===== config.mk =====
export PLATFORM = sky130hd
export DESIGN_NAME = imem_arbiter
export DESIGN_NICKNAME = d
export VERILOG_FILES = /design/src/rtl/imem_arbiter.sv
export SDC_FILE = /design/constraint.sdc
export NUM_CORES = 1
export LEC_CHECK = 0
export CORE_MARGIN = 2
export CORE_UTILIZATION = 39
export DETAILED_ROUTE_END_ITERATION = 8
export PLACE_DENSITY = 0.82
export SYNTH_ARGS = -nofsm -noshare
export SYNTH_HDL_FRONTEND = slang
export SYNTH_SLANG_ARGS = --single-unit

===== constraint.sdc =====
create_clock -name clk -period 1.8 [get_ports clk]
set_clock_uncertainty 0.05 [all_clocks]
set_input_delay 0.36 -clock clk [delete_from_list [all_inputs] [get_ports clk]]
set_output_delay 0.36 -clock clk [all_outputs]
set_load 0.01 [all_outputs]

===== src/rtl/imem_arbiter.sv =====
// Instruction-memory controller: loads the program image after reset, then shares
// the single RAM read port between CPU fetch and debug reads with round-robin arbitration.
module imem_arbiter #(
  parameter int DEPTH = 256,
  parameter int AW    = 8
) (
  input  logic          clk,
  input  logic          rst,
  input  logic          ld_valid,
  output logic          ld_ready,
  input  logic [AW-1:0] ld_addr,
  input  logic [31:0]   ld_data,
  input  logic          ld_last,
  input  logic          reload,
  input  logic          cpu_req,
  input  logic [31:0]   cpu_addr,
  output logic          cpu_gnt,
  output logic          cpu_stall,
  output logic          cpu_rvalid,
  output logic [31:0]   cpu_rdata,
  output logic          cpu_err,
  input  logic          dbg_req,
  input  logic [AW-1:0] dbg_addr,
  output logic          dbg_gnt,
  output logic          dbg_rvalid,
  output logic [31:0]   dbg_rdata,
  output logic          mem_we,
  output logic [AW-1:0] mem_addr,
  output logic [31:0]   mem_wdata,
  input  logic [31:0]   mem_rdata,
  output logic [AW:0]   load_cnt,
  output logic          running
);

  typedef enum logic {LOAD = 1'b0, RUN = 1'b1} state_t;

  localparam logic [AW:0] LAST_CNT = (AW+1)'(DEPTH - 1);
  localparam logic [AW:0] CNT_ONE  = (AW+1)'(1);

  state_t        state_r;
  logic [AW:0]   load_cnt_r;
  logic          rr_dbg_r;      // set when debug wins the next contested cycle
  logic          cpu_pend_r;
  logic          cpu_mis_r;
  logic          dbg_pend_r;
  logic [31:0]   cpu_hold_r;
  logic [31:0]   dbg_hold_r;

  logic          run_s;
  logic          hs_s;
  logic          load_done_s;
  logic          cpu_gnt_s;
  logic          dbg_gnt_s;
  logic          cpu_rv_s;
  logic          dbg_rv_s;
  logic [31:0]   cpu_data_s;
  logic [31:0]   dbg_data_s;
  logic [AW-1:0] mem_addr_s;
  logic          unused_addr_s;

  function automatic logic [AW-1:0] word_idx(input logic [31:0] byte_addr);
    return byte_addr[AW+1:2];
  endfunction

  assign unused_addr_s = ^cpu_addr[31:AW+2];

  // Load handshake, round-robin grant, RAM port mux and read-return data path
  always_comb begin
    run_s       = (state_r == RUN);
    hs_s        = ~run_s & ld_valid;
    load_done_s = hs_s & (ld_last | (load_cnt_r == LAST_CNT));
    cpu_gnt_s   = 1'b0;
    dbg_gnt_s   = 1'b0;
    if (run_s && !reload) begin
      cpu_gnt_s = cpu_req & (~dbg_req | ~rr_dbg_r);
      dbg_gnt_s = dbg_req & (~cpu_req | rr_dbg_r);
    end else begin
      cpu_gnt_s = 1'b0;
      dbg_gnt_s = 1'b0;
    end
    mem_addr_s = {AW{1'b0}};
    if (cpu_gnt_s) begin
      mem_addr_s = word_idx(cpu_addr);
    end else if (dbg_gnt_s) begin
      mem_addr_s = dbg_addr;
    end else if (hs_s) begin
      mem_addr_s = ld_addr;
    end else begin
      mem_addr_s = {AW{1'b0}};
    end
    // a read return is dropped in the very cycle reset is applied
    cpu_rv_s   = cpu_pend_r & ~rst;
    dbg_rv_s   = dbg_pend_r & ~rst;
    cpu_data_s = cpu_hold_r;
    if (cpu_rv_s) begin
      cpu_data_s = cpu_mis_r ? 32'h0000_0000 : mem_rdata;
    end else begin
      cpu_data_s = cpu_hold_r;
    end
    dbg_data_s = dbg_hold_r;
    if (dbg_rv_s) begin
      dbg_data_s = mem_rdata;
    end else begin
      dbg_data_s = dbg_hold_r;
    end
  end

  // Phase FSM, load counter, arbitration pointer and read-return pipeline
  always_ff @(posedge clk) begin
    if (rst) begin
      state_r    <= LOAD;
      load_cnt_r <= {(AW+1){1'b0}};
      rr_dbg_r   <= 1'b0;
      cpu_pend_r <= 1'b0;
      cpu_mis_r  <= 1'b0;
      dbg_pend_r <= 1'b0;
      cpu_hold_r <= 32'h0000_0000;
      dbg_hold_r <= 32'h0000_0000;
    end else begin
      cpu_pend_r <= cpu_gnt_s;
      cpu_mis_r  <= cpu_gnt_s & (cpu_addr[1:0] != 2'b00);
      dbg_pend_r <= dbg_gnt_s;
      if (cpu_rv_s) cpu_hold_r <= cpu_data_s;
      if (dbg_rv_s) dbg_hold_r <= dbg_data_s;
      case (state_r)
        LOAD: begin
          if (hs_s) begin
            load_cnt_r <= load_cnt_r + CNT_ONE;
            if (load_done_s) state_r <= RUN;
          end
        end
        RUN: begin
          if (reload) begin
            state_r    <= LOAD;
            load_cnt_r <= {(AW+1){1'b0}};
          end else if (cpu_req && dbg_req) begin
            rr_dbg_r <= cpu_gnt_s;
          end
        end
        default: state_r <= LOAD;
      endcase
    end
  end

  assign ld_ready   = ~run_s;
  assign running    = run_s;
  assign load_cnt   = load_cnt_r;
  assign cpu_gnt    = cpu_gnt_s;
  assign dbg_gnt    = dbg_gnt_s;
  assign cpu_stall  = ~run_s | (cpu_req & ~cpu_gnt_s);
  assign cpu_rvalid = cpu_rv_s;
  assign cpu_err    = cpu_rv_s & cpu_mis_r;
  assign cpu_rdata  = cpu_data_s;
  assign dbg_rvalid = dbg_rv_s;
  assign dbg_rdata  = dbg_data_s;
  assign mem_we     = hs_s;
  assign mem_addr   = mem_addr_s;
  assign mem_wdata  = hs_s ? ld_data : 32'h0000_0000;

endmodule

==> results.md <==
* Final Util at 80.1%
* Post-layout min period at 2.07 ns
* Final Hold Vio Count at 0
* DIE WIDTH at 108 µm
* Comb power frac at 24.0%
* Pin count of the biggest net entering global routing at 65
* Antenna-violating nets left at 0
* Sw Pwr at 0.00104 W
* Fmax at 0.484 GHz
* Critical Path Fanout Max at 6
* Synthesized area at 4220 µm²
* Cell Count, Final, Fillers Out at 952
* Worst Path Buf+Inv at 4
* Syn Nets at 644
* Worst setup path class: reg2out
* Lkg Pwr at 3.55 nW
* Final period utilization at 115%
* Drt first-iter violations at 349
* CP Capture Type: output pin
* Max-cap check violation count at 0
* Reg2Reg Depth at 5
* Hold Crit Class: in2reg
* DP Cell Count at 890
* Clock buffer count from CTS at 9
* Initial antenna violation count at 1
* CP Depth at 6
* Critical Path Source Type: flip-flop
* Unique masters post-synth at 37
* DR vias at 5097
* Status: complete, but fails checks
* PwrDens at 459 nW/µm²
* Worst-Margin Slew at 0.611 ns
* Failing checks: setup timing
* Total gr overflow at 0
* Nets at 932
* Layout cell share with drive strength beyond 1 at 46.1%
* H-tree Lvls at 3
* R2r startpoint: running
* Internal power at 0.00279 W
* Sequential fraction of the synthesis area at 37.0%
* Sw Share at 27.2%
* Cell family with most CP delay: buffers and inverters
* Routed Wire Length at 18900 µm
* Syn avg cell area at 8.06 µm²
* DRC at 0
* First-pass GRT wire length at 27300 µm
* Io pins at 241
* Die area at 11700 µm²
* Area grow syn2layout at 98.0%
* Vias in the first global route at 5378
* Hold depth at 4
* RSZ-0062 raised after global routing: true
* Synth Instances at 523
* CTS Hold Bufs at 0
* Yosys top cell area share at 37.0%
* Count leader, synth: dfxtp_1
* Sink Count at 78
* Max-slew headroom at the worst pin at 59.2%
* Port Buf Inserts at 218
* Crit path largest cell delay at 0.33 ns
* Synth Register Bits at 78
* Via density at 5.35
* Final setup vio count at 96
* Core Rows at 37
* Worst R2R End: load_cnt[5]
* Initial Util at 40.5%
* Final count of pins violating max slew at 0
* GRT Overall Usage at 30.1%
* Most frequent cells after synthesis: dfxtp_1, nand2_1, and2_1, nor2_1, a21oi_1
* CTS tree: yes
* Yosys top cell by area: dfxtp_1
* CTS root buf: clkbuf_8
* DPL Wire Length at 10300 µm
* CP max stage cell: dfxtp_2
* Worst R2R Setup Slack at 0.16 ns
* EDFF count, synth at 0
* Most used DFF post-synth: dfxtp_1
* Max IR drop VDD at 0.000343 V
* DR WL/cell at 19.8 µm
* GPL Wtd Cong at 0.792
* Reg clk slew, reported paths at 0.07 ns
* Worst Path Arrival at 1.66 ns
* Clk network pwr share at 30.2%
* Crit path cell chain: nor2b_4, buf_12, buf_12, buf_16, mux2_4, buf_6
* Main area contributors after synthesis: dfxtp_1, mux2_2, mux2i_1, nand2_1, and2_1
* Worst EP required at 1.39 ns
* Worst skew pair latency at 0.34 ns
* Setup WS post-layout at -0.266 ns
* Drt pass-1 iters at 4
* Max clock buf depth at 2
* Register share of total power at 45.8%
* CP Capture Point: dbg_rdata[13]
* Crit. Startpoint: dbg_pend_r
* Post-synth ARST share at 0%
* CP most frequent cell: buf_12
* Ys Warns at 0
* Die height at 108 µm
* Setup TNS Final at -12.32 ns
* Total core area at 10400 µm²
[layout by cell type (no fill, tap or decap), types with 4 or more instances in the layout]
cell type        synthesis  final
clkdlybuf4s50_1          0     99
buf_6                    2     83
dfxtp_1                 78     71
buf_4                    0     57
buf_2                   15     42
nand2_1                 68     41
nor2_1                  40     39
a21oi_1                 39     38
and2_4                   0     37
nand3_1                 35     35
mux2i_1                 34     34
nand2b_1                33     32
mux2_4                   0     28
o21ai_2                  0     22
nand2_4                  0     18
buf_12                   0     14
clkbuf_8                 0      9
buf_16                   0      9
o21ai_4                  0      8
nand2_2                  0      8
a221o_1                  8      8
buf_8                    0      8
dlygate4sd2_1            0      6
dfxtp_2                  0      5
mux2_2                  32      4
or4_1                    4      4
[per-layer routing]
layer	global-route usage, %	share of wire (%)	vias up	wire, µm
met5	0	0	-	0
met4	13.0	3.2	0	597
met3	6.45	7.7	43	1450
met2	56.2	53	271	10000
met1	32.6	36	2423	6820
li1	-	-	2360	-
[kinds of logic (layout without fill, tap and decap cells)]
| kind of cell | after synthesis | in the layout | share of synthesized area, % |
|---|---|---|---|
| flops | 78 | 78 | 37.0 |
| other cells | 0 | 1 | 0 |
| xor+xnor | 1 | 1 | 0.208 |
| compound gates | 90 | 90 | 12.6 |
| mux | 66 | 66 | 16.6 |
| fa+ha+maj | 2 | 2 | 0.593 |
| simple gates | 233 | 233 | 27.5 |
| buf+inv | 53 | 345 | 5.52 |
[cell type report]
class	instances	area, µm²
timing repair buffer	323	3380
antenna	1	2.50
clock buffer	10	128
tap	136	170
multi-input combinational	392	3020
fill	654	2070
inverter	7	38.8
clock inverter	5	36.3
sequential	78	1580
[how the worst min path moves through the flow]
| stage | from | to |
|---|---|---|
| finish | cpu_req | rr_dbg_r |
| global route | cpu_req | rr_dbg_r |
| CTS | cpu_hold_r[1] | cpu_hold_r[1] |
| detailed placement | cpu_hold_r[1] | cpu_hold_r[1] |
| global placement | cpu_hold_r[6] | cpu_hold_r[6] |
| floorplan | cpu_hold_r[10] | cpu_hold_r[10] |
[worst register-to-register path, cell delays in order, from the launching register on]
cell and delay [ns]:
dfxtp_4 0.38, nand2b_4 0.17, buf_4 0.13, buf_4 0.16, or4_1 0.49, a21boi_0 0.19
[power groups by stage]
stage               Sequential [W]  Clock [W]  Combinational [W]
floorplan                  0.00179          0           0.000221
global placement           0.00179          0           0.000720
detailed placement         0.00179          0           0.000732
CTS                        0.00175    0.00116           0.000830
global route               0.00176    0.00126           0.000966
finish                     0.00175    0.00116           0.000919
[through the flow]
step	setup slack [ns]	total power [W]	hold slack, ns	area, µm²
6_report	-0.266	0.00383	0.420	8350
5_1_grt	-0.309	0.00398	0.448	8350
4_1_cts	-0.333	0.00374	0.424	8000
3_5_place_dp	-0.929	0.00252	0.411	6880
3_3_place_gp	-0.888	0.00251	0.408	6880
2_1_floorplan	0.0451	0.00201	0.400	4220
[flip-flops by register name, indices dropped and copies added, names as in the netlist]
name / flops
running: 1
rr_dbg_r: 1
load_cnt: 9
cpu_pend_r: 1
cpu_hold_r: 32
cpu_mis_r: 1
dbg_hold_r: 32
dbg_pend_r: 1
[repair_timing]
| item | in CTS | in global routing |
|---|---|---|
| gates cloned | 16 | 1 |
| endpoints found under the setup margin | 113 | 113 |
| setup buffers | 32 | 6 |
| pin swaps | 53 | 37 |
| resized for setup | 690 | 106 |
Note: power is estimated with default switching activity, not from simulation.
